<file path="config.mk">
export PLATFORM = sky130hd
export DESIGN_NAME = tag_tx_ctrl
export DESIGN_NICKNAME = d
export VERILOG_FILES = /design/src/rtl/tag_tx_ctrl.sv
export SDC_FILE = /design/constraint.sdc
export NUM_CORES = 1
export LEC_CHECK = 0
export CORE_MARGIN = 2
export CORE_UTILIZATION = 35
export CTS_CLUSTER_DIAMETER = 200
export DETAILED_ROUTE_END_ITERATION = 7
export GPL_ROUTABILITY_DRIVEN = 1
export PLACE_DENSITY_LB_ADDON = 0.05
export SLEW_MARGIN = 5
export SYNTH_ARGS = -nofsm -noshare
export SYNTH_HDL_FRONTEND = slang
export SYNTH_SLANG_ARGS = --single-unit
</file>
<file path="constraint.sdc">
create_clock -name clk -period 8.35 [get_ports clk]
set_clock_uncertainty 0.05 [all_clocks]
set_input_delay 2.505 -clock clk [delete_from_list [all_inputs] [get_ports clk]]
set_output_delay 2.505 -clock clk [all_outputs]
set_load 0.01 [all_outputs]
</file>
<file path="src/rtl/tag_tx_ctrl.sv">
// Transmit-side framing sequencer for the tag localisation link.
// Emits one frame as a positive/negative sync tone pair followed by
// NLOC_PER_SYNC locations of NSYMB tone symbols, as a DDS phase stream
// with a valid/ready handshake. Also drives the front-panel GPIO with the
// active location index and a sync trigger for antenna switching.
module tag_tx_ctrl #(
  parameter int PHASE_WIDTH   = 24,
  parameter int NSYMB_WIDTH   = 16,
  parameter int REG_WIDTH     = 12,
  parameter int NSYNCP        = 16384,
  parameter int NSYNCN        = 16384,
  parameter int NSIG          = 262144,
  parameter int NSYMB         = 1,
  parameter int NLOC_PER_SYNC = 3
) (
  input  logic                                    clk,
  input  logic                                    reset,
  input  logic                                    run_tx,
  input  logic [PHASE_WIDTH-1:0]                  sync_ph_inc,
  input  logic [PHASE_WIDTH-1:0]                  symb_ph_inc,
  input  logic [PHASE_WIDTH-1:0]                  symb_ph_step,
  input  logic                                    tx_ready,
  output logic                                    tx_valid,
  output logic [PHASE_WIDTH-1:0]                  ph,
  output logic [1:0]                              tx_state,
  output logic                                    tx_trig,
  output logic [$clog2(NSYNCP+NSYNCN+1)-1:0]      nsync_count,
  output logic [$clog2(NSIG+1)-1:0]               sigN,
  output logic [NSYMB_WIDTH-1:0]                  symbN,
  output logic [$clog2(NLOC_PER_SYNC+1)-1:0]      loc_idx,
  output logic [REG_WIDTH-1:0]                    fp_gpio_out,
  output logic [REG_WIDTH-1:0]                    fp_gpio_ddr
);

  localparam int NSC_W = $clog2(NSYNCP+NSYNCN+1);
  localparam int SIG_W = $clog2(NSIG+1);
  localparam int LOC_W = $clog2(NLOC_PER_SYNC+1);

  typedef enum logic [1:0] {
    S_IDLE = 2'd0,
    S_SYNC = 2'd1,
    S_TX   = 2'd2
  } state_t;

  state_t                 state_q, state_d;
  logic [PHASE_WIDTH-1:0] ph_q, ph_d;
  logic [NSC_W-1:0]       nsync_q, nsync_d;
  logic [SIG_W-1:0]       sig_q, sig_d;
  logic [NSYMB_WIDTH-1:0] symb_q, symb_d;
  logic [LOC_W-1:0]       loc_q, loc_d;
  logic                   valid_q, valid_d;
  logic                   trig_q, trig_d;
  logic [REG_WIDTH-1:0]   fp_q, fp_d;

  logic                   fire;
  logic [PHASE_WIDTH-1:0] symb_inc;

  assign fire = valid_q & tx_ready;

  // Per-symbol tone increment; combinational so it is correct on the first
  // sample of every symbol without a pipeline bubble.
  assign symb_inc = symb_ph_inc + PHASE_WIDTH'(symb_q) * symb_ph_step;

  // Next-state, phase and counter update; everything advances only on fire.
  always_comb begin
    // NOTE: every variable gets a default first so no path can infer a latch.
    state_d = state_q;
    ph_d    = ph_q;
    nsync_d = nsync_q;
    sig_d   = sig_q;
    symb_d  = symb_q;
    loc_d   = loc_q;

    case (state_q)
      S_IDLE: begin
        if (run_tx) begin
          state_d = S_SYNC;
          ph_d    = '0;
          nsync_d = '0;
          sig_d   = '0;
          symb_d  = '0;
          loc_d   = '0;
        end
      end

      S_SYNC: begin
        if (fire) begin
          if (nsync_q == NSC_W'(NSYNCP + NSYNCN - 1)) begin
            state_d = S_TX;
            ph_d    = '0;
            nsync_d = '0;
            sig_d   = '0;
            symb_d  = '0;
            loc_d   = '0;
          end else begin
            nsync_d = nsync_q + NSC_W'(1);
            // Positive tone ramps up, negative tone ramps back down.
            ph_d    = (nsync_q < NSC_W'(NSYNCP)) ? ph_q + sync_ph_inc
                                                 : ph_q - sync_ph_inc;
          end
        end
      end

      S_TX: begin
        if (fire) begin
          if (sig_q == SIG_W'(NSIG - 1)) begin
            sig_d = '0;
            ph_d  = '0;
            if (symb_q == NSYMB_WIDTH'(NSYMB - 1)) begin
              symb_d = '0;
              if (loc_q == LOC_W'(NLOC_PER_SYNC - 1)) begin
                // Frame end: run_tx only matters here, so frames never truncate.
                loc_d   = '0;
                state_d = run_tx ? S_SYNC : S_IDLE;
              end else begin
                loc_d = loc_q + LOC_W'(1);
              end
            end else begin
              symb_d = symb_q + NSYMB_WIDTH'(1);
            end
          end else begin
            sig_d = sig_q + SIG_W'(1);
            ph_d  = ph_q + symb_inc;
          end
        end
      end

      default: state_d = S_IDLE;
    endcase
  end

  // Status and GPIO derived from the next state so they register glitch-free.
  always_comb begin
    valid_d = (state_d != S_IDLE);
    trig_d  = (state_d == S_SYNC);
    fp_d    = valid_d ? {trig_d, (REG_WIDTH-1)'(loc_d)} : '0;
  end

  // State and output registers with asynchronous clear.
  always_ff @(posedge clk or posedge reset) begin
    if (reset) begin
      state_q <= S_IDLE;
      ph_q    <= '0;
      nsync_q <= '0;
      sig_q   <= '0;
      symb_q  <= '0;
      loc_q   <= '0;
      valid_q <= 1'b0;
      trig_q  <= 1'b0;
      fp_q    <= '0;
    end else begin
      // NOTE: non-blocking so all registers update from the same pre-edge values.
      state_q <= state_d;
      ph_q    <= ph_d;
      nsync_q <= nsync_d;
      sig_q   <= sig_d;
      symb_q  <= symb_d;
      loc_q   <= loc_d;
      valid_q <= valid_d;
      trig_q  <= trig_d;
      fp_q    <= fp_d;
    end
  end

  assign tx_valid    = valid_q;
  assign ph          = ph_q;
  assign tx_state    = state_q;
  assign tx_trig     = trig_q;
  assign nsync_count = nsync_q;
  assign sigN        = sig_q;
  assign symbN       = symb_q;
  assign loc_idx     = loc_q;
  assign fp_gpio_out = fp_q;
  assign fp_gpio_ddr = '1;

endmodule
</file>
==> results of run 1 <==
[power breakdown]
group          internal, uW  switching (uW)
Clock                   241             197
Sequential              445            69.8
Combinational           572             759
[synthesized netlist by cell type, types with 22 or more instances]
| cell type | instances |
|---|---|
| inv_1 | 342 |
| nor2_1 | 69 |
| dfrtp_1 | 83 |
| xnor2_1 | 68 |
| ha_1 | 91 |
| fa_1 | 237 |
| buf_4 | 22 |
| clkbuf_1 | 62 |
| o21ai_0 | 66 |
| xor2_1 | 46 |
| nand2_1 | 185 |
| a21oi_1 | 49 |
| and2_1 | 138 |
| nor3_1 | 22 |
[how the worst max path moves through the flow]
stage | from | to | cells after the start
4_1_cts | symb_ph_step[7] | ph[21]$_DFFE_PP0P_ | 22
5_1_grt | symb_ph_step[8] | ph[21]$_DFFE_PP0P_ | 23
6_report | symb_ph_step[8] | ph[21]$_DFFE_PP0P_ | 23
3_3_place_gp | symb_ph_step[9] | ph[23]$_DFFE_PP0P_ | 23
2_1_floorplan | symb_ph_step[6] | ph[23]$_DFFE_PP0P_ | 22
3_5_place_dp | symb_ph_step[9] | ph[23]$_DFFE_PP0P_ | 23
[worst max-delay path: stages]
cell	delay, ps
buf_6	90
buf_6	120
and2_4	150
fa_1	510
inv_2	40
fa_1	520
fa_1	520
fa_1	510
inv_2	40
fa_1	550
inv_2	50
fa_1	520
inv_2	50
ha_4	210
a21o_1	160
a21o_1	210
or3_1	380
o22a_1	220
a311o_1	440
a31oi_2	200
xor2_1	160
nor2_1	60
a221o_1	260
[metrics by stage]
step	hold slack, ps	util, %	worst slack [ps]	cells	power [uW]
floorplan	489	-	51.1	1726	1340
global placement	468	41.5	-643	2419	1850
detailed placement	477	41.5	-709	2419	1850
CTS	492	42.3	73.1	2439	2310
global route	524	42.5	-126	2441	2490
finish	492	42.5	50.1	2441	2280
[cell type report]
cell class,instances,area [um2]
well taps,539,674
fillers,4230,24000
inverters,342,1280
clock inverters,7,87.6
clock buffers,9,225
repair buffers,247,2260
flip-flops and latches,83,2080
multi-input cells,1214,11100
[logic make-up after synthesis]
kind of cell | after synthesis
AO/OA/AOI/OAI | 222
XOR/XNOR | 114
adder cells (fa/ha/maj) | 328
buffers and inverters | 429
flip-flops | 83
multiplexers | 5
other | 2
AND/OR/NAND/NOR | 524
[layer usage]
layer,share of wire [%],up-vias,wire length (um),GRT usage [%]
li1,-,5629,-,-
met5,0,-,0,0
met3,5.4,50,2480,4.16
met4,2.7,0,1220,5.94
met2,48,267,21600,36.1
met1,44,5970,20200,28.9
[layout by cell type (no fill, tap or decap), types with 9 or more instances in the layout]
cell,n
inv_1,337
fa_1,236
nand2_1,185
clkdlybuf4s50_1,148
and2_1,134
ha_1,90
dfrtp_1,83
buf_4,81
nor2_1,69
xnor2_1,68
o21ai_0,66
a21oi_1,49
xor2_1,46
nor3_1,22
conb_1,21
and3_1,20
a21o_1,18
nand3_1,16
o22ai_1,13
o31ai_1,11
nand4_1,10
nor2b_1,10
o21a_1,10
or3_1,10
nand2b_1,9
clkbuf_16,9
[flip-flops by register name (all words and copies together), names as in the netlist]
name,cells
tx_valid,1
sigN,19
symbN,16
ph,24
fp_gpio_out,3
loc_idx,2
nsync_count,16
tx_state,2
[repair_timing]
| item | in CTS | in global routing |
|---|---|---|
| hold endpoints to repair | 0 | 0 |
| buffers inserted | 4 | 2 |
| resized for setup | 13 | 35 |
| endpoints found under the setup margin | 7 | 7 |
| pin swaps | 8 | 17 |
==> results.yml, run 1 <==
clocking:
  numCtsBuffers: 9
  cts.sink_count: 83
  root_buffer: "clkbuf_16"
  holdBufCountCts: 0
  worstSkewPairLatency_ps: 360
  htreeDepth: 3
  clk_pin_slew_worst_paths_ps: 80
  cts_tree: "yes"
  clockBufferDepth: 2
final_layout:
  final_layout_size_suffix_gt1_share_pct: 7.83
  antenna_cells: 0
  nets: 2301
  design_area_um2: 17700
  syn2layout_area_growth_pct: 20.1
sta:
  slew_viol_final: 0
  fmax_mhz: 120
  relSlewSlack_pct: 16.5
  min_period_ps: 8300
  hold_violations: 0
  rsz0062_at_grt: "yes"
  worst_slew_pin_slew_ps: 1250
  fin_crit_sh_pct: 99.4
  final.setup.tns_ps: 0
  setup_viol: 0
synthesis:
  synth_edf_count: 0
  async_reset_ff_share_pct: 100
  synth.mux.area_fraction_pct: 0.364
  syn_inst: 1707
  ys_seq_area_share_pct: 14.1
  synth_compound_area_share_pct: 9.47
  synthAdderAreaFrac_pct: 39.8
  netlist_area_um2: 14800
  synth_area_leaders: "fa_1, dfrtp_1, inv_1"
  synth-xor-area-share_pct: 6.76
  yosysTopAreaCell: "fa_1"
  yosys.area_share.simple_pct: 18.0
  syn_area_per_cell_um2: 8.65
  yosys_warnings: 0
  synth-main-ff-cell: "dfrtp_1"
  ys_seq_elements: 83
  yosys.area.top_type_share_pct: 32.1
  ys_types: 62
  synth_top_family_by_area: "adder cells"
floorplan:
  ioPinCount: 181
  start_util_pct: 35.4
  core_um2: 41800
  fp.dieW_um: 209
  die_area_um2: 43900
  die_h_um: 209
  num_rows: 75
hold_path:
  holdPathEnd: "nsync_count[2]$_DFFE_PP0P_"
  hp-class: "flop to flop"
  worstHoldStart: "nsync_count[2]$_DFFE_PP0P_"
  min_path_cells: 1
route:
  firstDrtPassIters: 5
  drtIter0Drc: 539
  drc: 0
  viasPerCell: 4.88
  dr_total_vias: 11916
  wl_per_cell_um: 18.6
  drtAntennaViolNets: 0
  wl_mm: 45.5
worst_setup_path:
  r2r-end: "ph[21]$_DFFE_PP0P_"
  crit_arrival_ps: 8480
  path_class: "input pin to flop"
  r2r-start: "symbN[4]$_DFFE_PP0P_"
  regToRegSetupSlack_ps: 1660
  cp.required_ps: 8530
  reg2reg_depth: 21
  critPathCaptureType: "flop"
  cp_max_fo: 5
  cp-start-kind: "input pin"
global_routing:
  grt_pass1_wl_mm: 73.0
  grt_start_max_net_pins: 65
  grt_pass1_vias: 12648
  grtUsageTotal_pct: 21.7
  antenna_found_initial: 0
  grt_overflow: 0
flow_run:
  max_cap_viol_count: 0
outcome:
  outcome: "finished clean"
placement:
  hpwl_mm: 37.7
  gp_congestion: 0.814
  port_buffers: 159
  dpl_cell_area_um2: 17300
power_and_ir_drop:
  ir_worst_vdd_uv: 95.3
  pwr_density_cell_nw_per_um2: 129
  p_leak_uw: 0.00855
Note: power is estimated with default switching activity, not from simulation.
==> run 2, diff against run 1 <==
--- a/config.mk
+++ b/config.mk
@@ -10,6 +10,7 @@
 export CTS_CLUSTER_DIAMETER = 200
 export DETAILED_ROUTE_END_ITERATION = 7
 export GPL_ROUTABILITY_DRIVEN = 1
+export MAX_ROUTING_LAYER = met4
 export PLACE_DENSITY_LB_ADDON = 0.05
 export SLEW_MARGIN = 5
 export SYNTH_ARGS = -nofsm -noshare
==> results.yml, run 2 (synthesis gave the netlist of run 1 again) <==
worst_setup_path:
  reg2reg_depth: 21
  crit_arrival_ps: 8480
  path_class: "input pin to flop"
  regToRegSetupSlack_ps: 1660
  cp-start-kind: "input pin"
  crit_path_start: "symb_ph_step[8]"
  crit_end: "ph[21]$_DFFE_PP0P_"
  critPathCaptureType: "flop"
  r2r-end: "ph[21]$_DFFE_PP0P_"
  r2r-start: "symbN[4]$_DFFE_PP0P_"
  cp_max_fo: 5
  cp.required_ps: 8530
floorplan:
  core_um2: 41800
  num_rows: 75
  die_area_um2: 43900
  ioPinCount: 181
  start_util_pct: 35.4
  die_h_um: 209
  fp.dieW_um: 209
sta:
  slew_viol_final: 0
  worst_slew_pin_slew_ps: 1260
  worst_slack_ps: 51.3
  fmax_mhz: 121
  setup_viol: 0
  whs_ps: 493
  relSlewSlack_pct: 15.8
  fin_crit_sh_pct: 99.4
  rsz0062_at_grt: "yes"
  hold_violations: 0
  min_period_ps: 8300
clocking:
  worstSkewPairLatency_ps: 360
  clk_pin_slew_worst_paths_ps: 80
  root_buffer: "clkbuf_16"
  clockBufferDepth: 2
  numCtsBuffers: 9
  holdBufCountCts: 0
  cts_tree: "yes"
  cts.sink_count: 83
  htreeDepth: 3
final_layout:
  fillerInstances: 4230
  mostFrequentLayoutCell: "inv_1"
  fin_cells: 2441
  final_layout_size_suffix_gt1_share_pct: 7.83
  layout_common_cells: "inv_1, fa_1, nand2_1"
  syn2layout_area_growth_pct: 20.1
  nets: 2301
  largest_reg_flops: 24
  antenna_cells: 0
global_routing:
  grt_start_max_net_pins: 65
  grt_pass1_vias: 12664
  grtUsageTotal_pct: 22.3
  grt_overflow: 0
  antenna_found_initial: 0
  grt_pass1_wl_mm: 72.9
route:
  firstDrtPassIters: 5
  viasPerCell: 4.86
  dr_total_vias: 11854
  wl_mm: 45.5
  wl_per_cell_um: 18.7
  drc: 0
  drtIter0Drc: 606
  drtAntennaViolNets: 0
outcome:
  outcome: "finished clean"
placement:
  place_inst: 2419
  pre_cts_ws_ps: -709
  hpwl_mm: 37.7
  gp_congestion: 0.826
  port_buffers: 159
hold_path:
  hp-class: "flop to flop"
flow_run:
  max_cap_viol_count: 0
power_and_ir_drop:
  p_leak_uw: 0.00855
  ir_worst_vdd_uv: 96.1
  pwr_density_cell_nw_per_um2: 129
[run 2: worst min-delay path by stage]
stage                                    start                    endpoint  depth (start not counted)
floorplan                  sigN[2]$_DFFE_PP0P_         sigN[2]$_DFFE_PP0P_                          1
global route        nsync_count[5]$_DFFE_PP0P_  nsync_count[5]$_DFFE_PP0P_                          1
detailed placement         sigN[2]$_DFFE_PP0P_         sigN[2]$_DFFE_PP0P_                          1
global placement           sigN[2]$_DFFE_PP0P_         sigN[2]$_DFFE_PP0P_                          1
CTS                        sigN[2]$_DFFE_PP0P_         sigN[2]$_DFFE_PP0P_                          1
finish              nsync_count[2]$_DFFE_PP0P_  nsync_count[2]$_DFFE_PP0P_                          1
[run 2: power by group]
part | internal, uW | switching, uW
Sequential | 445 | 69.3
Clock | 241 | 198
Combinational | 572 | 757
Total | 1260 | 1020
[run 2: layout make-up]
type	count	area, um2	share of cell area, %
sequential	83	2080	11.7
tap	539	674	3.80
multi-input combinational	1214	11100	62.7
clock buffer	9	225	1.27
timing repair buffer	247	2260	12.8
clock inverter	7	87.6	0.494
inverter	342	1280	7.24
[run 2: per-layer routing]
metal  wire length (um)  up-vias  part of all wire [%]  track usage (%)
met2              21600      227                    48             36.2
li1                   -     5629                     -                -
met5                  0        -                     0                -
met4               1260        0                   2.8             5.94
met1              20500     5946                    45             28.9
met3               2180       52                   4.8             3.97
[run 2: critical path: stages]
cell	delay [ps]
buf_6	90
buf_6	120
and2_4	150
fa_1	510
inv_2	40
fa_1	520
fa_1	520
fa_1	510
inv_2	40
fa_1	550
inv_2	50
fa_1	520
inv_2	50
ha_4	210
a21o_1	160
a21o_1	210
or3_1	380
o22a_1	210
a311o_1	440
a31oi_2	200
xor2_1	160
nor2_1	60
a221o_1	260
[run 2: per-stage QoR]
step	cell area [um2]	util (%)	setup TNS [ps]	total power, uW
after global routing	17700	42.5	-263	2490
final	17700	42.5	0	2280
after detailed placement	17300	41.5	-4500	1850
after global placement	17300	41.5	-3800	1850
after floorplan	14800	-	0	1340
after CTS	17700	42.3	0	2310
[run 2: what timing repair did]
| action | 4_1_cts | 5_1_grt |
|---|---|---|
| endpoints found under the setup margin | 7 | 7 |
| setup buffers | 4 | 2 |
| resized for setup | 13 | 35 |
| pin swaps | 8 | 17 |
==> run 3, diff against run 2 <==
--- a/config.mk
+++ b/config.mk
@@ -12,7 +12,7 @@
 export GPL_ROUTABILITY_DRIVEN = 1
 export MAX_ROUTING_LAYER = met4
 export PLACE_DENSITY_LB_ADDON = 0.05
-export SLEW_MARGIN = 5
+export SLEW_MARGIN = 20
 export SYNTH_ARGS = -nofsm -noshare
 export SYNTH_HDL_FRONTEND = slang
 export SYNTH_SLANG_ARGS = --single-unit
==> results.yml, run 3 (synthesis gave the netlist of run 1 again) <==
outcome:
  outcome: "finished clean"
worst_setup_path:
  critPathCaptureType: "flop"
  slowest_stage: "fa_1"
  crit_chain: "clkbuf_2, buf_6, and2_4, fa_1, inv_2, fa_1, fa_1, fa_1, inv_2, fa_1, inv_2, fa_1, inv_2, ha_4, a21o_1, a21o_1, or3_1, o22a_1, a311o_1, a31oi_2, xor2_1, nor2_1, a221o_1"
  max_stage_delay_ps: 530
  cp.required_ps: 8540
  path_class: "input pin to flop"
  cp-start-kind: "input pin"
  crit_arrival_ps: 8360
  cp_max_fo: 7
  reg2reg_depth: 21
  cp_common_cell: "fa_1"
route:
  drtAntennaViolNets: 0
  drc: 0
  viasPerCell: 4.89
  wl_per_cell_um: 18.6
  firstDrtPassIters: 5
  wl_mm: 45.4
  drtIter0Drc: 548
  dr_total_vias: 11923
clocking:
  cts.sink_count: 83
  numCtsBuffers: 9
  cts_tree: "yes"
  htreeDepth: 3
  worstSkewPairLatency_ps: 370
  root_buffer: "clkbuf_16"
  clk_pin_slew_worst_paths_ps: 70
  clockBufferDepth: 2
hold_path:
  min_path_cells: 1
  hp-class: "flop to flop"
sta:
  fin_crit_sh_pct: 97.8
  fmax_mhz: 122
  min_period_ps: 8170
  setup_viol: 0
  final.setup.tns_ps: 0
  slew_viol_final: 0
  rsz0062_at_grt: "no"
  worst_slew_pin_slew_ps: 1010
  worst_slack_ps: 182
  hold_violations: 0
  relSlewSlack_pct: 31.9
power_and_ir_drop:
  ir_worst_vdd_uv: 102
  pwr-share-comb_pct: 58.1
  seqPwrFrac_pct: 22.6
  p_switching_uw: 1030
  p_leak_uw: 0.00853
  p_total_uw: 2280
  pwr_density_cell_nw_per_um2: 129
  pwr-share-clk_pct: 19.3
  internal_power_uw: 1260
  netSwitchingFraction_pct: 44.9
global_routing:
  grt_pass1_vias: 12733
  grtUsageTotal_pct: 22.3
  grt_overflow: 0
  grt_start_max_net_pins: 65
  grt_pass1_wl_mm: 72.8
  antenna_found_initial: 2
floorplan:
  die_h_um: 209
  die_area_um2: 43900
  core_um2: 41800
  fp.dieW_um: 209
  start_util_pct: 35.4
  num_rows: 75
  ioPinCount: 181
placement:
  port_buffers: 159
  pre_cts_ws_ps: -706
  hpwl_mm: 37.7
  dpl_cell_area_um2: 17300
  place_inst: 2419
  gp_congestion: 0.826
final_layout:
  syn2layout_area_growth_pct: 20.0
  largest_reg_flops: 24
  mostFrequentLayoutCell: "inv_1"
  fin_cells: 2439
  design_area_um2: 17700
  nets: 2299
  final_layout_size_suffix_gt1_share_pct: 8.05
  antenna_cells: 0
  layout_common_cells: "inv_1, fa_1, nand2_1"
flow_run:
  max_cap_viol_count: 0
==> run 3: critical path, delay by kind of cell <==
family	cells	cell delay (ps)
buf+inv	6	410
xor+xnor	1	170
compound gates	6	1480
simple gates	3	590
fa+ha+maj	7	3200
==> run 3: area by class of cell <==
| type | count | area, um2 |
|---|---|---|
| fillers | 4195 | 24000 |
| multi-input cells | 1214 | 11100 |
| repair buffers | 245 | 2230 |
| flip-flops and latches | 83 | 2080 |
| inverters | 342 | 1280 |
| well taps | 539 | 674 |
| clock buffers | 9 | 225 |
| clock inverters | 7 | 87.6 |
==> run 3: power by group through the flow <==
stage,clock network (uW),registers [uW],logic (uW)
2_1_floorplan,0,511,831
3_3_place_gp,0,525,1320
3_5_place_dp,0,524,1320
4_1_cts,456,518,1340
5_1_grt,472,523,1500
6_report,442,516,1330
==> run 3: metrics by stage <==
stage	utilization, %	hold WS (ps)
global placement	41.5	468
detailed placement	41.5	479
global route	42.4	523
finish	42.4	494
floorplan	-	489
CTS	42.3	494
==> run 3: repair_timing <==
item	4_1_cts	5_1_grt
cloned	0	0
setup endpoints to repair	7	6
hold buffers	0	0
pin swaps	8	23
setup buffers	2	3
gates resized for setup	13	38
==> run 3: per-layer routing <==
layer	wire [um]	track usage [%]
met3	2180	3.88
met1	20400	28.9
met4	1220	6.03
met2	21600	36.2
met5	0	-
==> run 3: path summary, 6_finish.rpt <==
path,from,to,slack [ps]
setup / recovery,symb_ph_step[9],ph[21]$_DFFE_PP0P_,180
hold / removal,sigN[2]$_DFFE_PP0P_,sigN[2]$_DFFE_PP0P_,490
setup reg to reg,symbN[4]$_DFFE_PP0P_,ph[21]$_DFFE_PP0P_,1720
hold reg to reg,sigN[2]$_DFFE_PP0P_,sigN[2]$_DFFE_PP0P_,490
max in group asynchronous,reset,ph[11]$_DFFE_PP0P_,4650
min in group asynchronous,reset,nsync_count[8]$_DFFE_PP0P_,2390
